### src/rtl/johnson_phase_decoder.sv
// johnson_phase_decoder
//    Samples a 5-bit Johnson (twisted-ring) counter code every clock.
//    It decodes the code into a one-hot 10-phase bus and a binary index.
//    It also checks that each code is legal and is the successor of the
//    previous code. From that it tracks lock, flags sequence faults, and
//    counts full revolutions.
//
// Ports
//    clk         in   system clock, rising edge
//    reset       in   synchronous active-high reset
//    code_in     in   [4:0] Johnson code, bit 4 is fed by the inverted bit 0
//    resync      in   upstream counter was reloaded this cycle
//    clr_err     in   synchronous clear of err_sticky
//    phase       out  [9:0] one-hot phase, zero when the code is illegal
//    phase_idx   out  [3:0] binary phase 0..9, 4'hF when the code is illegal
//    valid       out  registered code was legal
//    locked      out  FSM is in LOCKED
//    err         out  one-cycle pulse on a sequence fault while locked
//    err_sticky  out  latched fault flag
//    rev_count   out  [REV_W-1:0] completed revolutions while locked
//    rev_tick    out  one-cycle pulse on each locked 9->0 step

module johnson_phase_decoder #(
   parameter int REV_W    = 8,
   parameter int LOCK_CNT = 3
) (
   input  logic             clk,
   input  logic             reset,
   input  logic [4:0]       code_in,
   input  logic             resync,
   input  logic             clr_err,
   output logic [9:0]       phase,
   output logic [3:0]       phase_idx,
   output logic             valid,
   output logic             locked,
   output logic             err,
   output logic             err_sticky,
   output logic [REV_W-1:0] rev_count,
   output logic             rev_tick
);

   localparam logic [0:0] ST_UNLOCKED = 1'b0;
   localparam logic [0:0] ST_LOCKED   = 1'b1;
   localparam logic [3:0] LOCK_TGT    = 4'(LOCK_CNT);

   logic [9:0]       phase_q,      phase_d;
   logic [3:0]       phase_idx_q,  phase_idx_d;
   logic             valid_q,      valid_d;
   logic [0:0]       state_q,      state_d;
   logic [3:0]       gcnt_q,       gcnt_d;
   logic             err_q,        err_d;
   logic             err_sticky_q, err_sticky_d;
   logic [REV_W-1:0] rev_count_q,  rev_count_d;
   logic             rev_tick_q,   rev_tick_d;

   logic       legal;
   logic [3:0] idx;
   logic [3:0] next_idx;
   logic       succ_ok;

   // Decode the code into an index. Any code that is not one of the ten
   // Johnson states is illegal.
   always_comb begin
      legal = 1'b1;
      idx   = 4'hF;
      case (code_in)
         5'b00000: idx = 4'd0;
         5'b10000: idx = 4'd1;
         5'b11000: idx = 4'd2;
         5'b11100: idx = 4'd3;
         5'b11110: idx = 4'd4;
         5'b11111: idx = 4'd5;
         5'b01111: idx = 4'd6;
         5'b00111: idx = 4'd7;
         5'b00011: idx = 4'd8;
         5'b00001: idx = 4'd9;
         default:  legal = 1'b0;
      endcase
   end

   // A successor needs a legal previous sample. After reset or after an
   // illegal code, valid_q is low, so the next sample can never count as
   // a step, whatever phase_idx_q holds.
   always_comb begin
      next_idx = (phase_idx_q == 4'd9) ? 4'd0 : phase_idx_q + 4'd1;
      succ_ok  = valid_q & legal & (idx == next_idx);
   end

   always_comb begin
      valid_d     = legal;
      phase_idx_d = idx;
      phase_d     = legal ? (10'd1 << idx) : 10'd0;
   end

   always_comb begin
      state_d      = state_q;
      gcnt_d       = gcnt_q;
      err_d        = 1'b0;
      rev_tick_d   = 1'b0;
      rev_count_d  = rev_count_q;
      err_sticky_d = err_sticky_q;
      case (state_q)
         ST_UNLOCKED: begin
            if (resync || !legal) begin
               gcnt_d = 4'd0;
            end else if (succ_ok) begin
               if (gcnt_q + 4'd1 == LOCK_TGT) begin
                  state_d = ST_LOCKED;
                  gcnt_d  = 4'd0;
               end else begin
                  gcnt_d = gcnt_q + 4'd1;
               end
            end else begin
               gcnt_d = 4'd0;
            end
         end
         ST_LOCKED: begin
            gcnt_d = 4'd0;
            // A reload is an expected discontinuity, so it drops lock
            // without raising a fault.
            if (resync) begin
               state_d = ST_UNLOCKED;
            end else if (!succ_ok) begin
               err_d   = 1'b1;
               state_d = ST_UNLOCKED;
            end else if (idx == 4'd0) begin
               rev_tick_d  = 1'b1;
               rev_count_d = rev_count_q + REV_W'(1);
            end
         end
         default: begin
            state_d = ST_UNLOCKED;
            gcnt_d  = 4'd0;
         end
      endcase
      // A new fault wins over a clear in the same cycle.
      if (err_d) begin
         err_sticky_d = 1'b1;
      end else if (clr_err) begin
         err_sticky_d = 1'b0;
      end
   end

   always_ff @(posedge clk) begin
      if (reset) begin
         phase_q      <= 10'd0;
         phase_idx_q  <= 4'hF;
         valid_q      <= 1'b0;
         state_q      <= ST_UNLOCKED;
         gcnt_q       <= 4'd0;
         err_q        <= 1'b0;
         err_sticky_q <= 1'b0;
         rev_count_q  <= '0;
         rev_tick_q   <= 1'b0;
      end else begin
         phase_q      <= phase_d;
         phase_idx_q  <= phase_idx_d;
         valid_q      <= valid_d;
         state_q      <= state_d;
         gcnt_q       <= gcnt_d;
         err_q        <= err_d;
         err_sticky_q <= err_sticky_d;
         rev_count_q  <= rev_count_d;
         rev_tick_q   <= rev_tick_d;
      end
   end

   assign phase      = phase_q;
   assign phase_idx  = phase_idx_q;
   assign valid      = valid_q;
   assign locked     = (state_q == ST_LOCKED);
   assign err        = err_q;
   assign err_sticky = err_sticky_q;
   assign rev_count  = rev_count_q;
   assign rev_tick   = rev_tick_q;

endmodule

### config.mk
export PLATFORM = sky130hd
export DESIGN_NAME = johnson_phase_decoder
export DESIGN_NICKNAME = d
export VERILOG_FILES = /design/src/rtl/johnson_phase_decoder.sv
export SDC_FILE = /design/constraint.sdc
export NUM_CORES = 1
export LEC_CHECK = 0
export BUFFER_PORTS_ARGS = -buffer_cell sky130_fd_sc_hd__buf_2
export CAP_MARGIN = 5
export CORE_MARGIN = 2
export CORE_UTILIZATION = 30
export DETAILED_ROUTE_END_ITERATION = 7
export SETUP_SLACK_MARGIN = 0.1
export SYNTH_ARGS = -nofsm -noshare
export SYNTH_HDL_FRONTEND = slang
export SYNTH_SLANG_ARGS = --single-unit
### constraint.sdc
create_clock -name clk -period 2.5 [get_ports clk]
set_input_delay 0.5 -clock clk [delete_from_list [all_inputs] [get_ports clk]]
set_output_delay 0.5 -clock clk [all_outputs]
set_load 0.02 [all_outputs]
## Word level (Yosys, flattened, before mapping)

Index checks and enable logic that the tools add are counted.
W data, S select, Z words.

- Register bits after elaboration: 31
- Bits of input ports: 9
- Output and inout bits: 27
- Word-level logic and storage cells: 59

- $add $sub $neg: 3
- Equal/unequal tests: 12
- Shifts and indexed selects: 1
- Mux-type cells: 19
- Bitwise operators: 6
- Reductions and logical operators: 9

Operators with widths:

| cell | count |
|---|---|
| $pmux W4 S10 | 1 |
| $eq A5 B5 Y1 const B | 5 |
| $mux W4 | 4 |
| $mux W1 | 12 |
| $reduce_or A10 Y1 | 1 |
| $shl A1 B4 Y10 const A | 1 |
| $add A4 B1 Y4 const B | 2 |
| $add A8 B1 Y8 const B | 1 |
| $pmux W4 S2 | 1 |
| $eq A5 B1 Y1 const B | 1 |
| $eq A5 B2 Y1 const B | 1 |
| $eq A5 B3 Y1 const B | 1 |
| $eq A5 B4 Y1 const B | 1 |
| $logic_not A5 Y1 | 1 |
| $eq A4 B2 Y1 const B | 1 |
| $eq A4 B4 Y1 | 1 |
| $eq A4 B4 Y1 const B | 1 |
| $logic_not A4 Y1 | 1 |
| $not A1 Y1 | 4 |
| $reduce_and A4 Y1 | 1 |
| $reduce_or A4 Y1 | 1 |
| $and A1 B1 Y1 | 2 |
| $pmux W1 S2 | 1 |
| $reduce_bool A2 Y1 | 1 |
| other kinds (3) | 3 |

## Depth between registers and ports, before layout

Gate-level depths: netlist (run 1).

- Depth in word-level cells: 9
- Depth in mapped cells: 8
- Gate-level depth less buffers: 7

## Least setup slack after synthesis (run 1)

Ideal clock, no wire load.

- Path type: input port to flip-flop
- Start: input code_in[4]
- End: register rev_count_q[0] (netlist: rev_count[0])
- Library setup time: 0.121 ns
- Data arrival time: 2.065 ns
- Required time: 2.379 ns
- Slack: 0.314 ns
- Stages on the path: 7
- Path buffers: 1
- Path through: clkbuf_2 -> nand4bb_2 -> nor2_2 -> or4_1 -> o22ai_2 -> and4_1 -> mux2_2

- Longest elaborated chain between the ends: 6
- Elaborated cells on any way between the ends: 18
- Those cells by class: eq/ne: 10; mux: 2; bitwise: 2; reduce/logical: 4

Ends and longest elaborated chain:

| element | RTL line | text |
|---|---|---|
| from (decl) | 29 | `input logic [4:0] code_in,` |
| branches (longest 5 deep; another with $pmux W4 S10) | - |  |
| $reduce_and A4 Y1 (no source line) * | - |  |
| to (signal assigned) | 163 | `rev_count_q <= rev_count_d;` |
| to (decl) | 53 | `logic [REV_W-1:0] rev_count_q, rev_count_d;` |

Mark *: on every way between the ends.
A chain may end at the register's enable or synchronous reset.

## Final worst setup path (run 1)

- Start: input code_in[0]
- End: register rev_count_q[2] (netlist: rev_count[2])

Same word-level chain as after synthesis.

==> impl_summary.log, run 1 <==
[metrics] count of buffers inserted at the top-level ports: 35
[metrics] initial core utilization: 30.8%
[metrics] Period minus WS final: 2.09 ns
[metrics] max-slew violation count: 0
[metrics] EDFF count, synth: 0
[metrics] Tightest Pin Transition: a little under 0.4 ns
[metrics] Net Count, Synth: 183
[metrics] number of global-route vias before repair: 1,218
[metrics] Core Box Area: 5070 µm²
[metrics] CTS Buf Count: 5
[metrics] routability congestion estimate from global placement: 0.844
[metrics] Setup-failing EPs final: 0
[metrics] total inserted antenna cells: 0
[metrics] number of hold violations in the final report: 0
[metrics] required arrival time at the worst endpoint: 2.67 ns
[metrics] crit path cell chain: buf_2, nand4bb_2, nor2_2, or4_1, o22ai_2, buf_4, nand4b_1, mux2_1
[metrics] share of async-settable or async-resettable flops after synthesis: 0%
[metrics] post-cts gate resize count: 0
[metrics] number of synthesized register bits: 31
[metrics] global-route usage over all layers: 12.8%
[metrics] cell family contributing the most delay on the critical path: simple AND/OR/NAND/NOR gates
[metrics] highest attainable clock frequency: 478 MHz
[metrics] H-tree levels: 2
[metrics] CTS tree: yes
[metrics] Detail Placement HPWL: 2650 µm
[metrics] MaxCap Viol Count: 0
[metrics] sequential standard cell area: 621 µm²
[metrics] power density over cell area: 535 nW/µm²
[metrics] sequential share of the synthesized area: 39.7%
[metrics] Worst-path clk slew: 0.07 ns
[metrics] cell row count: 26
[metrics] remaining antenna violation count after routing: 0
[metrics] number of setup buffers added after CTS: 0
[metrics] crit start category: input pin
[metrics] worst endpoint data arrival time: 2.27 ns
[metrics] critical-path cell with the highest stage delay: sky130_fd_sc_hd__or4_1
[metrics] DR DRC count: 0
[metrics] WS Path Type: input pin to flip-flop
[metrics] wire length of the first global-routing pass: around 5900 µm
[metrics] hold-fix buffers at CTS: 0
[metrics] grt total ovfl: 0
[metrics] Critical path buffers and inverters: 2
[metrics] number of vias in the routed layout: 1,355
[metrics] post-synthesis cell count: 171
[metrics] area of combinational cells with multiple inputs: 857 µm²
[metrics] final core utilization: between 30% and 40%
[metrics] worst voltage drop across the vdd grid: 0.208 mV
[metrics] Iter 0 DRT Violations: 79
[metrics] final net count: 223
[metrics] total routed wirelength: 3550 µm
[metrics] worst-case clock buffer depth: 2
[metrics] number of iterations in the first detailed-routing pass: 4
[metrics] result of the run: finished clean
[metrics] worst skew pair latency: between 0.2 and 0.3 ns
[metrics] final worst-path cycle share: 83.8%
[metrics] signed area change from the synthesized netlist to the final layout: 21.9%
[metrics] number of sinks on the clock net: 31
[metrics] cell area after technology mapping: 1560 µm²
[metrics] crit path capture type: flip-flop
[metrics] Die W: 76.2 µm
[metrics] clock skew: 0.00374 ns
[metrics] largest incremental delay on the critical path: just over 0.5 ns
[metrics] Filler cells: 552
[metrics] detail-routed via count per cell: between 4 and 5
[metrics] setup TNS after final layout: 0 ns
[metrics] fraction of layout cells with a size suffix above 1: 30.7%
[metrics] remaining max-slew budget at the tightest pin: 73.5%
[metrics] Warnings, synthesis: 0
[metrics] leak pwr: 0.821 nW
[metrics] CTS root buffer: sky130_fd_sc_hd__clkbuf_8
[metrics] leading register cell type out of synthesis: sky130_fd_sc_hd__dfxtp_1
[metrics] highest fanout seen on the critical path: 11
[metrics] initial antenna violation count: 0
[metrics] vertical die dimension: 76.2 µm
[metrics] Yosys cell types: 51
[metrics] number of placed I/O pins: 36
[metrics] overall die area: 5800 µm²
[metrics] setup repair after global routing missed its margin: no
[metrics] routed length per instance: 12.6 µm
[metrics] mean instance size in the synthesized netlist: 9.14 µm²
[metrics] maximum number of pins on one net before global-route repair: 23
[metrics] path type of the worst min-delay path: input pin to flip-flop
## through the flow
| stage | power [mW] | cells | hold slack (ns) | setup slack, ns | cell area (µm²) |
|---|---|---|---|---|---|
| 2_1_floorplan | 0.600 | 171 | 0.446 | 0.314 | 1560 |
| 6_report | 1.02 | 282 | 0.394 | 0.406 | 1900 |
| 4_1_cts | 1.03 | 282 | 0.384 | 0.407 | 1900 |
| 3_3_place_gp | 0.634 | 274 | 0.468 | 0.109 | 1820 |
| 3_5_place_dp | 0.634 | 274 | 0.471 | 0.120 | 1820 |
| 5_1_grt | 1.06 | 282 | 0.396 | 0.280 | 1900 |
## final timing paths
kind                startpoint            to  slack [ns]  cells past startpoint
setup / recovery    code_in[0]  rev_count[2]        0.41                      8
hold / removal         clr_err    err_sticky        0.39                      2
setup reg to reg  phase_idx[1]        locked        0.63                      7
hold reg to reg     err_sticky    err_sticky        0.48                      2
## routing by layer
metal | wire [µm] | up-vias | track usage [%]
li1 | - | 690 | -
met1 | 1660 | 623 | 16.0
met2 | 1630 | 38 | 20.5
met3 | 209 | 4 | 4.15
met4 | 38 | 0 | 4.91
met5 | 0 | - | 0
## registers in the layout, summed over array words and instances, names as in the netlist
name	flops
rev_tick	1
gcnt_q	4
err	1
phase	10
locked	1
err_sticky	1
phase_idx	4
valid	1
rev_count	8
## cell usage in the layout, fill, tap and decap left out, types with 2 or more instances in the layout
master                        n
sky130_fd_sc_hd__clkbuf_8     5
sky130_fd_sc_hd__xnor2_1      5
sky130_fd_sc_hd__nand2_1     13
sky130_fd_sc_hd__o21a_1       2
sky130_fd_sc_hd__nor2b_1      8
sky130_fd_sc_hd__nor2_1      17
sky130_fd_sc_hd__buf_2       35
sky130_fd_sc_hd__nand4b_1     3
sky130_fd_sc_hd__nand2b_1     3
sky130_fd_sc_hd__dfxtp_1     31
sky130_fd_sc_hd__and4_1       3
sky130_fd_sc_hd__mux2_1       4
sky130_fd_sc_hd__mux2_2       2
sky130_fd_sc_hd__ha_1         3
sky130_fd_sc_hd__and3_1       6
sky130_fd_sc_hd__nand3_1      3
sky130_fd_sc_hd__o22ai_2      2
sky130_fd_sc_hd__a31o_2       3
sky130_fd_sc_hd__o31ai_1      2
sky130_fd_sc_hd__nor3_1       3
sky130_fd_sc_hd__nor4_1       2
sky130_fd_sc_hd__a21oi_1      6
sky130_fd_sc_hd__nand4_1      9
sky130_fd_sc_hd__buf_4        6
sky130_fd_sc_hd__clkinvlp_4   2
sky130_fd_sc_hd__nor3b_1      2
sky130_fd_sc_hd__inv_1        8
## cell type report
cell class	instances	share of cell area (%)
sequential	31	32.6
timing repair buffer	41	11.6
clock buffer	5	3.61
inverter	8	1.58
multi-input combinational	124	45.0
clock inverter	3	1.05
tap	70	4.60
## Yosys cell counts (3+ instances only)
master,instances,share of area (%)
sky130_fd_sc_hd__a21oi_1,6,1.9
sky130_fd_sc_hd__a31o_2,3,1.7
sky130_fd_sc_hd__and3_1,6,2.4
sky130_fd_sc_hd__and4_1,3,1.7
sky130_fd_sc_hd__dfxtp_1,31,40
sky130_fd_sc_hd__ha_1,3,2.4
sky130_fd_sc_hd__inv_1,8,1.9
sky130_fd_sc_hd__mux2_1,4,2.9
sky130_fd_sc_hd__nand2_1,13,3.1
sky130_fd_sc_hd__nand2b_1,3,1.2
sky130_fd_sc_hd__nand3_1,3,0.96
sky130_fd_sc_hd__nand4_1,9,3.6
sky130_fd_sc_hd__nand4b_1,3,1.7
sky130_fd_sc_hd__nor2_1,17,4.1
sky130_fd_sc_hd__nor2b_1,8,3.2
sky130_fd_sc_hd__nor3_1,3,0.96
sky130_fd_sc_hd__xnor2_1,5,2.8
## power by group
part | switching, mW | leakage, nW | internal (mW)
combinational | 0.0698 | 0.530 | 0.0480
sequential | 0.00508 | 0.251 | 0.500
clock | 0.203 | 0.0402 | 0.193
## cell families after synthesis
family | synth area share [%]
fa+ha+maj | 2.40
mux | 5.92
simple gates | 33.0
xor+xnor | 3.36
compound gates | 10.2
flops | 39.7
buf+inv | 5.44
(Power assumes the default switching activity.)
==> run 2: changes to the inputs <==
clock period = 2.1 ns   (was 2.5 ns; I/O delays follow)
==> impl_summary.log, run 2 (same netlist as run 1, synthesis figures left out) <==
[metrics] commonest non-fill, non-tap cells in the layout: sky130_fd_sc_hd__buf_2 (36), sky130_fd_sc_hd__dfxtp_1 (31), sky130_fd_sc_hd__buf_4 (30)
[metrics] startpoint of the most critical hold path: clr_err
[metrics] instance area after placement: 2000 µm² (+10%)
[metrics] crit start category: input pin
[metrics] MaxCap Viol Count: 0 (unchanged)
[metrics] Filler cells: 516 (-6.5%)
[metrics] source of the worst register-to-register timing path: phase_idx[0]
[metrics] cell row count: 26 (unchanged)
[metrics] worst endpoint data arrival time: 2.12 ns (-0.15 ns)
[metrics] number of iterations in the first detailed-routing pass: 4 (unchanged)
[metrics] FF-to-FF End: rev_count[3]
[metrics] initial antenna violation count: 0 (unchanged)
[metrics] routed length per instance: 12.2 µm (-2.9%)
[metrics] power density over cell area: 578 nW/µm² (+8.0%)
[metrics] max-slew violation count: 0 (unchanged)
[metrics] setup TNS after final layout: 0 ns (unchanged)
[metrics] Worst-path clk slew: 0.07 ns (about the same)
[metrics] count of cells along the worst register-to-register path: 5 (-2)
[metrics] hold path endpoint: err_sticky
[metrics] Detail Placement HPWL: 2780 µm (+5.1%)
[metrics] Period minus WS final: 1.94 ns
[metrics] critical-path cell with the highest stage delay: sky130_fd_sc_hd__or4_4
[metrics] final worst-path cycle share: 92.6%
[metrics] CTS Buf Count: 5 (unchanged)
[metrics] Overall Power: 1.26 mW (+24%)
[metrics] remaining antenna violation count after routing: 0 (unchanged)
[metrics] Die W: 76.2 µm (unchanged)
[metrics] number of sinks on the clock net: 31 (unchanged)
[metrics] overall die area: 5800 µm² (unchanged)
[metrics] CTS root buffer: sky130_fd_sc_hd__clkbuf_8
[metrics] Setup-failing EPs final: 0 (unchanged)
[metrics] grt total ovfl: 0 (unchanged)
[metrics] commonest non-fill, non-tap cell in the layout: sky130_fd_sc_hd__buf_2
[metrics] total routed wirelength: 3790 µm (+6.8%)
[metrics] remaining max-slew budget at the tightest pin: 72.4% (-1.1 points)
[metrics] Tightest Pin Transition: 0.414 ns (+0.0167 ns)
[metrics] DR DRC count: 0 (unchanged)
[metrics] required arrival time at the worst endpoint: 2.27 ns (-0.40 ns)
[metrics] WS Path Type: input pin to flip-flop
[metrics] largest incremental delay on the critical path: 0.52 ns (about the same)
[metrics] cell family contributing the most delay on the critical path: simple AND/OR/NAND/NOR gates
[metrics] number of vias in the routed layout: 1,479 (+9.2%)
[metrics] worst-case clock buffer depth: 2 (unchanged)
[metrics] routability congestion estimate from global placement: 0.769 (-8.9%)
[metrics] crit path capture type: flip-flop
[metrics] flip-flop count of the largest register after layout: 10 (unchanged)
[metrics] result of the run: finished clean
[metrics] leak pwr: 0.978 nW (+19%)
[metrics] Core Box Area: 5070 µm² (unchanged)
[metrics] setup repair after global routing missed its margin: no
[metrics] wire length of the first global-routing pass: 6090 µm (+3.2%)
[metrics] count of buffers inserted at the top-level ports: 35 (unchanged)
[metrics] global-route usage over all layers: 12.8% (about the same)
[metrics] highest attainable clock frequency: roughly 510 MHz
[metrics] initial core utilization: 30.8% (unchanged)
[metrics] signed area change from the synthesized netlist to the final layout: 39.6%
[metrics] number of global-route vias before repair: 1,335 (+9.6%)
[metrics] Iter 0 DRT Violations: 77 (-2.5%)
[metrics] H-tree levels: 2 (unchanged)
[metrics] final design area excluding fillers: 2180 µm² (+15%)
[metrics] clock skew: 0.00393 ns (+0.000189 ns)
[metrics] highest fanout seen on the critical path: 5 (-6)
[metrics] Critical path buffers and inverters: 2 (unchanged)
[metrics] register-to-register path setup slack: 0.27 ns (-0.36 ns)
[metrics] final core utilization: 43.0% (+5.5 points)
[metrics] worst skew pair latency: 0.28 ns (about the same)
[metrics] total inserted antenna cells: 0 (unchanged)
[metrics] number of placed I/O pins: 36 (unchanged)
[metrics] crit path cell chain: buf_2, and2b_1, nor4_2, or4_4, o22ai_4, buf_6, nand4b_1, mux2_4
[metrics] fraction of layout cells with a size suffix above 1: 41.3% (+11 points)
[metrics] number of hold violations in the final report: 0 (unchanged)
[metrics] detail-routed via count per cell: 4.77 (-0.71%)
[metrics] vertical die dimension: 76.2 µm (unchanged)
[metrics] number of cells on the worst hold path: 2 (unchanged)
[metrics] CTS tree: yes
[metrics] path type of the worst min-delay path: input pin to flip-flop
[metrics] final net count: 251 (+13%)
[metrics] maximum number of pins on one net before global-route repair: 23 (unchanged)
[metrics] worst voltage drop across the vdd grid: 0.264 mV (+27%)
## run 2: changes by cell type in the layout (fill, tap and decap cells not counted), sizes merged
cell,before,now
buf,41,69
## run 2: how the worst max path moves through the flow
stage / startpoint / endpoint / slack (ns) / cells past startpoint
floorplan: code_in[3] / rev_count[0] / -0.003 / 7
CTS: code_in[1] / rev_count[3] / 0.12 / 8
global placement: code_in[1] / rev_count[2] / -0.15 / 8
finish: code_in[1] / rev_count[3] / 0.16 / 8
detailed placement: code_in[1] / rev_count[2] / -0.17 / 8
global route: code_in[3] / rev_count[3] / 0.07 / 9
## run 2: final cells by class
type	count	area (µm²)	area share, %
Clock inverter	3	20.0	0.917
Timing Repair Buffer	69	439	20.1
Sequential cell	31	621	28.4
Tap cell	70	87.6	4.01
Multi-Input combinational cell	124	916	42.0
Clock buffer	5	68.8	3.15
Inverter	8	30.0	1.38
## run 2: timing repair
item,4_1_cts,5_1_grt
hold buffers,0,0
endpoints found under the setup margin,0,8
setup buffers,0,4
gates resized for setup,0,12
## run 2: metrics by stage
| stage | setup WS, ns | std cells | hold slack [ns] |
|---|---|---|---|
| finish | 0.155 | 310 | 0.315 |
| global route | 0.0681 | 310 | 0.322 |
| CTS | 0.120 | 305 | 0.310 |
| detailed placement | -0.175 | 297 | 0.478 |
| global placement | -0.145 | 297 | 0.465 |
| floorplan | -0.00335 | 171 | 0.446 |
## run 2: power by group
| part | leakage [nW] | internal (mW) | switching (mW) |
|---|---|---|---|
| clock network | 0.0402 | 0.230 | 0.235 |
| registers | 0.251 | 0.595 | 0.00669 |
| logic | 0.687 | 0.0966 | 0.0987 |
## run 2: per-layer routing
layer | GRT usage [%] | part of all wire, % | vias up
met5 | 0 | 0 | -
met4 | 4.55 | 0.77 | 0
met3 | 3.79 | 4.0 | 4
met2 | 21.3 | 51 | 24
met1 | 15.8 | 44 | 703
li1 | - | - | 748
==> run 3: changes to the inputs <==
SETUP_SLACK_MARGIN = 0.2   (was 0.1)
clock period = 2.3 ns   (was 2.1 ns; I/O delays follow)
==> impl_summary.log, run 3 (same netlist as run 1, synthesis figures left out) <==
[metrics] WS Path Type: input pin to flip-flop
[metrics] hold-fix buffers at CTS: 0 (unchanged)
[metrics] Tightest Pin Transition: 0.396 ns (-0.0173 ns)
[metrics] number of sinks on the clock net: 31 (unchanged)
[metrics] global-route usage over all layers: 12.6% (-0.24 points)
[metrics] grt total ovfl: 0 (unchanged)
[metrics] remaining max-slew budget at the tightest pin: 73.6% (+1.2 points)
[metrics] crit start category: input pin
[metrics] required arrival time at the worst endpoint: 2.47 ns (+0.20 ns)
[metrics] routability congestion estimate from global placement: 0.820 (+6.6%)
[metrics] Die W: 76.2 µm (unchanged)
[metrics] CTS Buf Count: 5 (unchanged)
[metrics] number of cells on the worst hold path: 2 (unchanged)
[metrics] Period minus WS final: around 2 ns
[metrics] commonest non-fill, non-tap cell in the layout: sky130_fd_sc_hd__buf_2
[metrics] commonest non-fill, non-tap cells in the layout: sky130_fd_sc_hd__buf_2 (34), sky130_fd_sc_hd__dfxtp_1 (31), sky130_fd_sc_hd__nor2_1 (17), sky130_fd_sc_hd__buf_4 (17), sky130_fd_sc_hd__nand2_1 (13)
[metrics] largest incremental delay on the critical path: 0.52 ns (about the same)
[metrics] fraction of layout cells with a size suffix above 1: 35.0% (-6.3 points)
[metrics] Min Hold Slack: 0.354 ns (+0.0395 ns)
[metrics] count of cells along the worst register-to-register path: 4 (-1)
[metrics] clock skew: 0.00586 ns (+0.00193 ns)
[metrics] final worst-path cycle share: 86.9%
[metrics] overall die area: 5800 µm² (unchanged)
[metrics] crit path cell chain: buf_2, and2b_1, nor4_2, or4_1, o22ai_2, and4_1, mux2_4
[metrics] routed length per instance: 11.8 µm (-3.2%)
[metrics] worst skew pair latency: 0.28 ns (about the same)
[metrics] CTS tree: yes
[metrics] flip-flop count of the largest register after layout: 10 (unchanged)
[metrics] highest attainable clock frequency: 500 MHz
[metrics] worst-case clock buffer depth: 2 (unchanged)
[metrics] CTS root buffer: sky130_fd_sc_hd__clkbuf_8
[metrics] path type of the worst min-delay path: input pin to flip-flop
[metrics] Setup-failing EPs final: 0 (unchanged)
[metrics] setup repair after global routing missed its margin: no
[metrics] total routed wirelength: 3500 µm (-7.6%)
[metrics] total inserted antenna cells: 0 (unchanged)
[metrics] crit path capture type: flip-flop
[metrics] number of hold violations in the final report: 0 (unchanged)
[metrics] number of placed I/O pins: 36 (unchanged)
[metrics] Worst-path clk slew: 0.07 ns (about the same)
[metrics] Core Box Area: 5070 µm² (unchanged)
[metrics] Iter 0 DRT Violations: 86 (+12%)
[metrics] worst path setup slack after routing: 0.301 ns (+0.146 ns)
[metrics] MaxCap Viol Count: 0 (unchanged)
[metrics] cell row count: 26 (unchanged)
[metrics] pre-CTS setup slack: -0.0549 ns (+0.120 ns)
[metrics] maximum number of pins on one net before global-route repair: 23 (unchanged)
[metrics] final net count: 237 (-5.6%)
[metrics] initial antenna violation count: 0 (unchanged)
[metrics] remaining antenna violation count after routing: 0 (unchanged)
[metrics] number of iterations in the first detailed-routing pass: 4 (unchanged)
[metrics] H-tree levels: 2 (unchanged)
[metrics] result of the run: finished clean
[metrics] initial core utilization: 30.8% (unchanged)
[metrics] vertical die dimension: 76.2 µm (unchanged)
[metrics] source of the worst register-to-register timing path: phase_idx[0]
[metrics] count of buffers inserted at the top-level ports: 35 (unchanged)
[metrics] number of vias in the routed layout: 1,424 (-3.7%)
[metrics] DR DRC count: 0 (unchanged)
[metrics] detail-routed via count per cell: 4.81 (+0.84%)
[metrics] max-slew violation count: 0 (unchanged)
[metrics] number of global-route vias before repair: 1,303 (-2.4%)
[metrics] wire length of the first global-routing pass: 5900 µm (-3.1%)
[metrics] worst endpoint data arrival time: 2.17 ns (+0.05 ns)
[metrics] highest fanout seen on the critical path: 4 (-1)
[metrics] leak pwr: 0.922 nW (-5.7%)
[metrics] signed area change from the synthesized netlist to the final layout: 33.1%
[metrics] critical-path cell with the highest stage delay: sky130_fd_sc_hd__or4_1
[metrics] startpoint of the most critical hold path: clr_err
[metrics] worst voltage drop across the vdd grid: 0.205 mV (-22%)
[metrics] power density over cell area: 594 nW/µm² (+2.8%)
[metrics] Detail Placement HPWL: 2700 µm (-3.1%)
[metrics] first element of the critical path: code_in[1]
[metrics] Filler cells: 534 (+3.5%)
## run 3: final timing paths
| check | slack [ns] | end |
|---|---|---|
| max | 0.30 | rev_count[0] |
| min | 0.35 | err_sticky |
| max reg2reg | 0.46 | rev_count[0] |
| min reg2reg | 0.47 | err_sticky |
## run 3: area by class of cell
| class | instances | area [µm²] | area share (%) |
|---|---|---|---|
| multi-input cells | 124 | 872 | 41.9 |
| well taps | 70 | 87.6 | 4.21 |
| clock inverters | 3 | 43.8 | 2.11 |
| inverters | 8 | 30.0 | 1.44 |
| flip-flops and latches | 31 | 621 | 29.8 |
| clock buffers | 5 | 68.8 | 3.31 |
| repair buffers | 55 | 357 | 17.1 |
## run 3: power breakdown
part	switching [mW]	internal [mW]	leakage, nW
Combinational	0.0800	0.0721	0.613
Sequential	0.00584	0.543	0.251
Clock	0.213	0.322	0.0581
## run 3: metrics by stage
step / cells / instance area, µm² / util [%] / TNS, ns / power [mW]
3_3_place_gp: 288 / 1960 / 38.6 / 0 / 0.711
6_report: 296 / 2080 / 41.0 / 0 / 1.24
2_1_floorplan: 171 / 1610 / - / 0 / 0.659
4_1_cts: 296 / 2070 / 40.9 / 0 / 1.25
3_5_place_dp: 288 / 1960 / 38.6 / -0.161 / 0.713
5_1_grt: 296 / 2080 / 41.0 / 0 / 1.29
## run 3: layer usage
metal	global-route usage [%]	part of all wire, %	up-vias
li1	-	-	716
met1	15.1	45	666
met2	20.6	48	37
met3	4.38	5.6	5
met4	4.91	1.5	0
met5	0	0	-
## run 3: what timing repair did
item                                    CTS  global route
endpoints found under the setup margin    0             5
gates resized for setup                   0             2
buffers inserted                          0             0
## run 3: critical path, delay by kind of cell
kind / cells / cell delay (ns)
AOI/OAI and AO/OA: 1 / 0.22
muxes: 1 / 0.30
buffers and inverters: 1 / 0.12
and+or+nand+nor: 4 / 1.06
